## src/rtl/tilemap_writer_pkg.sv

```systemverilog
// Shared tilemap geometry and types; the collision detector imports the same constants.
package tilemap_writer_pkg;

    localparam int unsigned TILEMAP_LENGTH = 2000;
    localparam int unsigned TILEMAP_HEIGHT = 16;
    localparam int unsigned ADDR_W         = 15;
    localparam int unsigned TILE_W         = 3;
    localparam int unsigned X_W            = 11;
    localparam int unsigned Y_W            = 4;
    localparam int unsigned MAP_SIZE       = TILEMAP_LENGTH * TILEMAP_HEIGHT;

    localparam logic [TILE_W-1:0] TILE_EMPTY = TILE_W'(0);
    localparam logic [ADDR_W-1:0] LAST_ADDR  = ADDR_W'(MAP_SIZE - 1);

    typedef enum logic [1:0] {
        ST_IDLE  = 2'd0,
        ST_WRITE = 2'd1,
        ST_CLEAR = 2'd2,
        ST_DONE  = 2'd3
    } state_t;

    typedef struct packed {
        logic [ADDR_W-1:0] addr;
        logic [TILE_W-1:0] data;
    } tile_wr_t;

endpackage

```

## src/rtl/tilemap_writer_tile_address_calc.sv

```systemverilog
// Row-major tile address: y * TILEMAP_LENGTH + x. Shared with the collision reader.
module tile_address_calc
    import tilemap_writer_pkg::*;
(
    input  logic [X_W-1:0]    x_i,
    input  logic [Y_W-1:0]    y_i,
    output logic [ADDR_W-1:0] addr_c
);

    assign addr_c = ADDR_W'(y_i) * ADDR_W'(TILEMAP_LENGTH) + ADDR_W'(x_i);

endmodule

```

## src/rtl/tilemap_writer.sv

```systemverilog
// Tilemap RAM write port: single-tile writes and full-map clear sweeps.
module tilemap_writer
    import tilemap_writer_pkg::*;
(
    input  logic              clock,
    input  logic              resetn,
    input  logic              write_req,
    input  logic [X_W-1:0]    x_location,
    input  logic [Y_W-1:0]    y_location,
    input  logic [TILE_W-1:0] tile_in,
    input  logic              clear_req,
    input  logic [TILE_W-1:0] clear_tile,
    output logic [ADDR_W-1:0] memory_address,
    output logic [TILE_W-1:0] memory_data,
    output logic              memory_wren,
    output logic              busy,
    output logic              done,
    output logic              error
);

    state_t            state_q, state_d;
    logic [ADDR_W-1:0] cnt_q, cnt_d;
    tile_wr_t          wr_q, wr_d;
    tile_wr_t          out_q, out_d;
    logic              wren_q, wren_d;
    logic              busy_q, busy_d;
    logic              done_q, done_d;
    logic              error_q, error_d;

    logic [ADDR_W-1:0] calc_addr_c;
    logic              x_ok_c, y_ok_c, in_range_c;

    tile_address_calc u_addr_calc (
        .x_i    (x_location),
        .y_i    (y_location),
        .addr_c (calc_addr_c)
    );

    assign x_ok_c = (x_location < X_W'(TILEMAP_LENGTH));

    // A row field that covers exactly the map height needs no compare.
    if (TILEMAP_HEIGHT >= (1 << Y_W)) begin : g_y_full
        assign y_ok_c = 1'b1;
    end else begin : g_y_cmp
        assign y_ok_c = (y_location < Y_W'(TILEMAP_HEIGHT));
    end

    assign in_range_c = x_ok_c & y_ok_c;

    // Next-state logic; outputs are decoded from the next state and registered.
    always_comb begin
        state_d = state_q;
        cnt_d   = cnt_q;
        wr_d    = wr_q;
        error_d = 1'b0;
        out_d   = '{addr: '0, data: TILE_EMPTY};
        wren_d  = 1'b0;

        unique case (state_q)
            ST_IDLE: begin
                if (clear_req) begin
                    wr_d    = '{addr: '0, data: clear_tile};
                    cnt_d   = '0;
                    state_d = ST_CLEAR;
                end else if (write_req) begin
                    if (in_range_c) begin
                        wr_d    = '{addr: calc_addr_c, data: tile_in};
                        state_d = ST_WRITE;
                    end else begin
                        error_d = 1'b1;
                    end
                end
            end
            ST_WRITE: state_d = ST_DONE;
            ST_CLEAR: begin
                if (cnt_q == LAST_ADDR) begin
                    state_d = ST_DONE;
                end else begin
                    cnt_d = cnt_q + ADDR_W'(1);
                end
            end
            ST_DONE:  state_d = ST_IDLE;
            default:  state_d = ST_IDLE;
        endcase

        if (state_d == ST_WRITE) begin
            out_d  = wr_d;
            wren_d = 1'b1;
        end else if (state_d == ST_CLEAR) begin
            out_d  = '{addr: cnt_d, data: wr_d.data};
            wren_d = 1'b1;
        end

        busy_d = (state_d != ST_IDLE);
        done_d = (state_d == ST_DONE);
    end

    always_ff @(posedge clock or negedge resetn) begin
        if (!resetn) begin
            state_q <= ST_IDLE;
            cnt_q   <= '0;
            wr_q    <= '{addr: '0, data: TILE_EMPTY};
            out_q   <= '{addr: '0, data: TILE_EMPTY};
            wren_q  <= 1'b0;
            busy_q  <= 1'b0;
            done_q  <= 1'b0;
            error_q <= 1'b0;
        end else begin
            state_q <= state_d;
            cnt_q   <= cnt_d;
            wr_q    <= wr_d;
            out_q   <= out_d;
            wren_q  <= wren_d;
            busy_q  <= busy_d;
            done_q  <= done_d;
            error_q <= error_d;
        end
    end

    assign memory_address = out_q.addr;
    assign memory_data    = out_q.data;
    assign memory_wren    = wren_q;
    assign busy           = busy_q;
    assign done           = done_q;
    assign error          = error_q;

endmodule

```

## config.mk

```make
export PLATFORM = sky130hd
export DESIGN_NAME = tilemap_writer
export DESIGN_NICKNAME = d
export VERILOG_FILES = /design/src/rtl/tilemap_writer_pkg.sv /design/src/rtl/tilemap_writer_tile_address_calc.sv /design/src/rtl/tilemap_writer.sv
export SDC_FILE = /design/constraint.sdc
export NUM_CORES = 1
export LEC_CHECK = 0
export CAP_MARGIN = 0
export CORE_MARGIN = 5
export CORE_UTILIZATION = 55
export CTS_BUF_LIST = sky130_fd_sc_hd__clkbuf_4
export DETAILED_ROUTE_END_ITERATION = 8
export GPL_ROUTABILITY_DRIVEN = 0
export PLACE_DENSITY = 0.79
export SLEW_MARGIN = 20
export SYNTH_ARGS = -nofsm -noshare
export SYNTH_HDL_FRONTEND = slang
export SYNTH_SLANG_ARGS = --single-unit
```

## constraint.sdc

```tcl
create_clock -name clock -period 2.8 [get_ports clock]
set_input_delay 0.7 -clock clock [delete_from_list [all_inputs] [get_ports clock]]
set_output_delay 0.7 -clock clock [all_outputs]
set_load 0.02 [all_outputs]
```

==> results of run 1 <==
-- final timing paths --
kind	startpoint	to	slack, ps	cells past startpoint
min in group clock	wr_q[17]	wr_q[17]	490	2
hold / removal	resetn	cnt_q[3]	250	1
setup reg to reg	cnt_q[8]	memory_address[11]	170	10
hold reg to reg	wr_q[17]	wr_q[17]	490	2
max in group asynchronous	resetn	wr_q[15]	1970	2
setup / recovery	y_location[3]	memory_address[13]	-800	15
-- critical path, delay by kind of cell --
family          cells  cell delay, ps
xor+xnor            2             320
simple gates        2             580
buf+inv             3             210
compound gates      4             540
fa+ha+maj           4            1530
-- registers in the layout (all words and copies together) (netlist names) --
| signal | cells |
|---|---|
| memory_data | 3 |
| cnt_q | 15 |
| error | 1 |
| busy | 1 |
| memory_address | 15 |
| memory_wren | 1 |
| wr_q | 18 |
| state_q | 2 |
| done | 1 |
-- cells by family after synthesis --
group,share of synthesized area [%]
AOI/OAI and AO/OA,25.7
and+or+nand+nor,14.1
DFF,39.0
adders and majority gates,14.6
buffers and inverters,3.96
xor gates and xnor gates,2.39
muxes,0.308
-- routing by layer --
layer / GRT usage, % / wire length, um / up-vias
li1: - / - / 1600
met1: 31.8 / 4420 / 1681
met2: 40.1 / 5120 / 133
met3: 5.95 / 645 / 23
met4: 6.41 / 192 / 0
met5: 0 / 0 / -
-- placed cells by master, fill, tap and decap left out, drive strengths merged, types with 4 or more instances in the layout --
master and n:
buf 82, dfrtp 57, clkdlybuf4s50 41, nand2 32, o21ai 31, ha 30, inv 27, a21oi 18
a22o 16, nand3 11, nor2 11, clkbuf 9, a211oi 9, a31oi 8, fa 8, o22ai 6
nor2b 6, xnor2 5, xor2 5, nand4 5, o31ai 5, o21bai 4, a211o 4, and3 4
nor3 4, a21o 4
-- area by class of cell --
type                    count  area share, %
clock inverters             7           1.38
flip-flops and latches     57           28.1
multi-input cells         268           44.0
clock buffers               9           1.33
inverters                  27           1.99
repair buffers            124           21.3
well taps                  77           1.90
-- repair_timing --
item	4_1_cts	5_1_grt
gates resized for setup	24	18
setup buffers	3	4
pin swaps	15	13
endpoints found under the setup margin	16	16
-- power groups by stage --
stage / combinational, mW / clock (mW) / sequential [mW]
2_1_floorplan: 0.462 / 0 / 0.839
3_3_place_gp: 0.784 / 0 / 0.839
3_5_place_dp: 0.828 / 0 / 0.839
4_1_cts: 0.855 / 0.606 / 0.823
5_1_grt: 1.07 / 0.651 / 0.823
6_report: 0.990 / 0.602 / 0.823
==> metrics.txt, run 1 <==
Detail Route Antenna Nets=0; Critical Path Start Type=input pin; vias per cell=6.04; VDD IR max=approximately 0.48 mV; crit-path cells=buf_8 -> fa_1 -> inv_2 -> fa_1 -> inv_2 -> ha_4 -> a21oi_2 -> xnor2_1 -> ha_2 -> or3_4 -> or2_4 -> o221ai_4 -> a211oi_2 -> xnor2_1 -> o211ai_1; Mapped Cells=361; most area-consuming cells after synthesis=dfrtp_1 39%, ha_1 10%, fa_1 4.4%, a22o_1 3.8%, nand2_1 3.2%; number of instances in the placed design=546; Post-synth EDFFs=0; relative slew slack=a little under two thirds; Routed WL per cell=18.2 um; MaxCap Viol Count=0; Net Switching=just over 0.8 mW; LEAKAGE=roughly 2.3 nW; area of placed instances=4790 um2; CTS Buffer Depth=2; min-delay worst type=in2async; WP data required=3090 ps; cell with the most instances after synthesis=dfrtp_1; Power, Total=about 2.4 mW; die height=91.6 um; io pins=47; Initial Util=between 50% and 60%; Layout Skew=14.3 ps; sequential share of power=34.1%; Rows=29; DRT Pass-1 Iters=5; Slew Limit Fails=0; FFs w/ async S/R, synth=100%; # clock sinks=57; initial antenna violation count=0; Root Buffer=clkbuf_4; core box area=between 6000 and 7000 um2; arrival time worst endpoint=3890 ps; CP max stage delay=around 580 ps; htree depth=3; vias after detailed routing=about 3.4k; Tmin final=3600 ps; Hold Fails Final Rpt=0; power density over the cells=475 nW/um2; pre-CTS WS=-1670 ps; CTS Buf Count=9; failing checks=setup timing; first-pass GRT wire length=16300 um; combinational power share=41.0%; layout net count=550; Port Buf Inserts=46; switching share of total power=33.6%; largest net degree at the start of global routing=36; most common flop cell mapped by yosys=dfrtp_1; status=finished with violations; Design Area, Final=5080 um2; number of synthesized register bits=57; RSZ-0062 raised after global routing=yes; Net Count, Synth=424; syn_area_per_cell=10.1 um2; top cell type's share of synthesized area=39.0%; Worst Setup End Kind=flop; filler cell count=396; die width=91.6 um; vias in the first global route=about 3.4k; DRC viols=0; final cell count without fillers=569; die area=8390 um2; drt total wl=10400 um; worst slew pin tran=542 ps; CTS tree=yes; FF+latch area=around 1400 um2; Reg clk slew, reported paths=roughly 110 ps; Synth cell types=68; Slowest-stage cell, CP=fa_1; internal cell power=1.60 mW; antenna diode count=0; hold buffer count at cts=0; Setup TNS Final=-7400 ps; Post-synth top cells=57 x dfrtp_1, 31 x nand2_1, 30 x ha_1; PnR worst setup slack=-803 ps; synth-to-layout area growth=38.8%; DRT iter0 DRCs=194; period utilisation layout=129%; maximum fanout along the worst path=3; area occupied by multi-input gates=2240 um2; DP HPWL=roughly 7400 um; clock latency at the later pin of the worst-skew pair=420 ps; FMAX=278 MHz; synthesized area=3660 um2; Crit Path Category=in2reg; Fin Hold WS=approximately 250 ps; Final Setup Violations=13; area leader, netlist=dfrtp_1; synth warn=0; Total GRT Usage=24.2%; total grt overflow=0; layout cells sized above 1=29.7%; fin util=about four fifths; sequential element share of the synthesized area=around two fifths; clock power share=24.9%
Power figures use the tool's default switching activity.
==> inputs of run 2 (changes only) <==
CORE_MARGIN = unset   (was 5)
==> metrics.txt, run 2 (synthesis results as in run 1) <==
Final Setup Violations=13; WP data required=between 3000 and 4000 ps; layout cells sized above 1=between 30 and 40%; MaxCap Viol Count=0; clock power share=between 20% and 30%; power density over the cells=487 nW/um2; CTS Buffer Depth=2; Fin Hold WS=275 ps; initial antenna violation count=0; Critical Path Start Type=input pin; Crit Path Category=in2reg; DRC viols=0; first-pass GRT wire length=~17000 um; leading cell type in the layout, fill and taps excluded=buf_4; Net Switching=between 0.8 and 0.9 mW; VDD IR max=0.342 mV; Rows=29; min-delay worst type=in2async; core box area=6390 um2; DRT iter0 DRCs=approximately 350; Top reg by flops=wr_q; antenna diode count=0; synth-to-layout area growth=41.1%; CP max stage delay=600 ps; htree depth=3; worst slew pin tran=494 ps; Layout Skew=13.2 ps; FMAX=275 MHz; sequential share of power=between 30% and 40%; PnR worst setup slack=-836 ps; Worst Setup End Kind=flop; combinational power share=around two fifths; CTS Buf Count=9; vias in the first global route=3444; io pins=47; RSZ-0062 raised after global routing=yes; Total GRT Usage=30.3%; switching share of total power=about a third; internal cell power=1.70 mW; LEAKAGE=2.36 nW; crit-path cells=buf_8 -> fa_1 -> inv_2 -> buf_4 -> fa_1 -> ha_4 -> xnor2_2 -> ha_2 -> or3_4 -> or2_4 -> o221ai_4 -> xnor2_2 -> a221o_1; Detail Route Antenna Nets=0; total grt overflow=0; Root Buffer=clkbuf_4; DP HPWL=7180 um; Routed WL per cell=approximately 19 um; die height=83.6 um; failing checks=setup timing; Initial Util=a little under three fifths; Setup TNS Final=-7050 ps; number of flip-flops in the largest register=18; Tmin final=3640 ps; die width=83.6 um; vias after detailed routing=about 3.5k; arrival time worst endpoint=3930 ps; die area=around 7000 um2; Reg clk slew, reported paths=100 ps; status=finished with violations; largest net degree at the start of global routing=58; Slew Limit Fails=0; Slowest-stage cell, CP=fa_1; drt total wl=10800 um; # clock sinks=57; Hold Fails Final Rpt=0; layout net count=551; clock latency at the later pin of the worst-skew pair=approximately 410 ps; Port Buf Inserts=46; period utilisation layout=130%; vias per cell=6.20; pre-CTS WS=-1650 ps; CTS tree=yes; maximum fanout along the worst path=2; DRT Pass-1 Iters=5; relative slew slack=between 60% and 70%; most frequent cells in the layout=75 x buf_4, 57 x dfrtp_1, 41 x clkdlybuf4s50_1, 31 x nand2_1, 22 x inv_1
## run 2: critical path: cells and delay by family
kind                     cells  cell delay [ps]
AO/OA/AOI/OAI                2              530
XOR/XNOR                     2              260
adder cells (fa/ha/maj)      4             1540
buffers and inverters        3              290
AND/OR/NAND/NOR              2              590
## run 2: repair_timing
| item | CTS | global route |
|---|---|---|
| resized for setup | 36 | 15 |
| pin swaps | 25 | 12 |
| hold buffers | 0 | 0 |
| setup endpoints to repair | 16 | 15 |
| setup buffers | 4 | 1 |
## run 2: stage by stage
step | util, % | power (mW) | cell area, um2 | cells
final | 80.9 | 2.52 | 5170 | 570
after global routing | 80.9 | 2.64 | 5170 | 570
after CTS | 79.6 | 2.40 | 5080 | 569
after detailed placement | 75.5 | 1.66 | 4820 | 550
after global placement | 75.5 | 1.62 | 4820 | 550
after floorplan | - | 1.30 | 3710 | 361
## run 2: worst paths after layout
path	from	to	slack, ps	cells past startpoint
min in group clock	wr_q[17]	wr_q[17]	500	2
worst min register to register	wr_q[17]	wr_q[17]	500	2
worst min-delay path	resetn	cnt_q[6]	280	2
worst max-delay path	y_location[3]	memory_address[11]	-840	13
max in group asynchronous	resetn	cnt_q[4]	2270	2
worst max register to register	cnt_q[0]	memory_address[11]	220	11
## run 2: power groups by stage
stage | Clock [mW] | Sequential, mW | Combinational [mW]
final | 0.664 | 0.822 | 1.03
after global placement | 0 | 0.839 | 0.786
after CTS | 0.674 | 0.823 | 0.898
after global routing | 0.710 | 0.823 | 1.10
after detailed placement | 0 | 0.839 | 0.819
after floorplan | 0 | 0.839 | 0.462
## run 2: cell type report
cell class	instances	area [um2]
Clock buffer	9	67.6
Tap cell	77	96.3
Fill cell	369	1220
Sequential cell	57	1430
Timing Repair Buffer	125	1100
Multi-Input combinational cell	268	2290
Inverter	27	101
Clock inverter	7	85.1
## run 2: per-layer routing
layer  up-vias  track usage (%)  share of wire, %
met1      1730             39.0                41
met5         -                0                 0
li1       1599                -                 -
met2       165             49.3                49
met3        40             7.22               7.1
met4         0             12.0               3.6
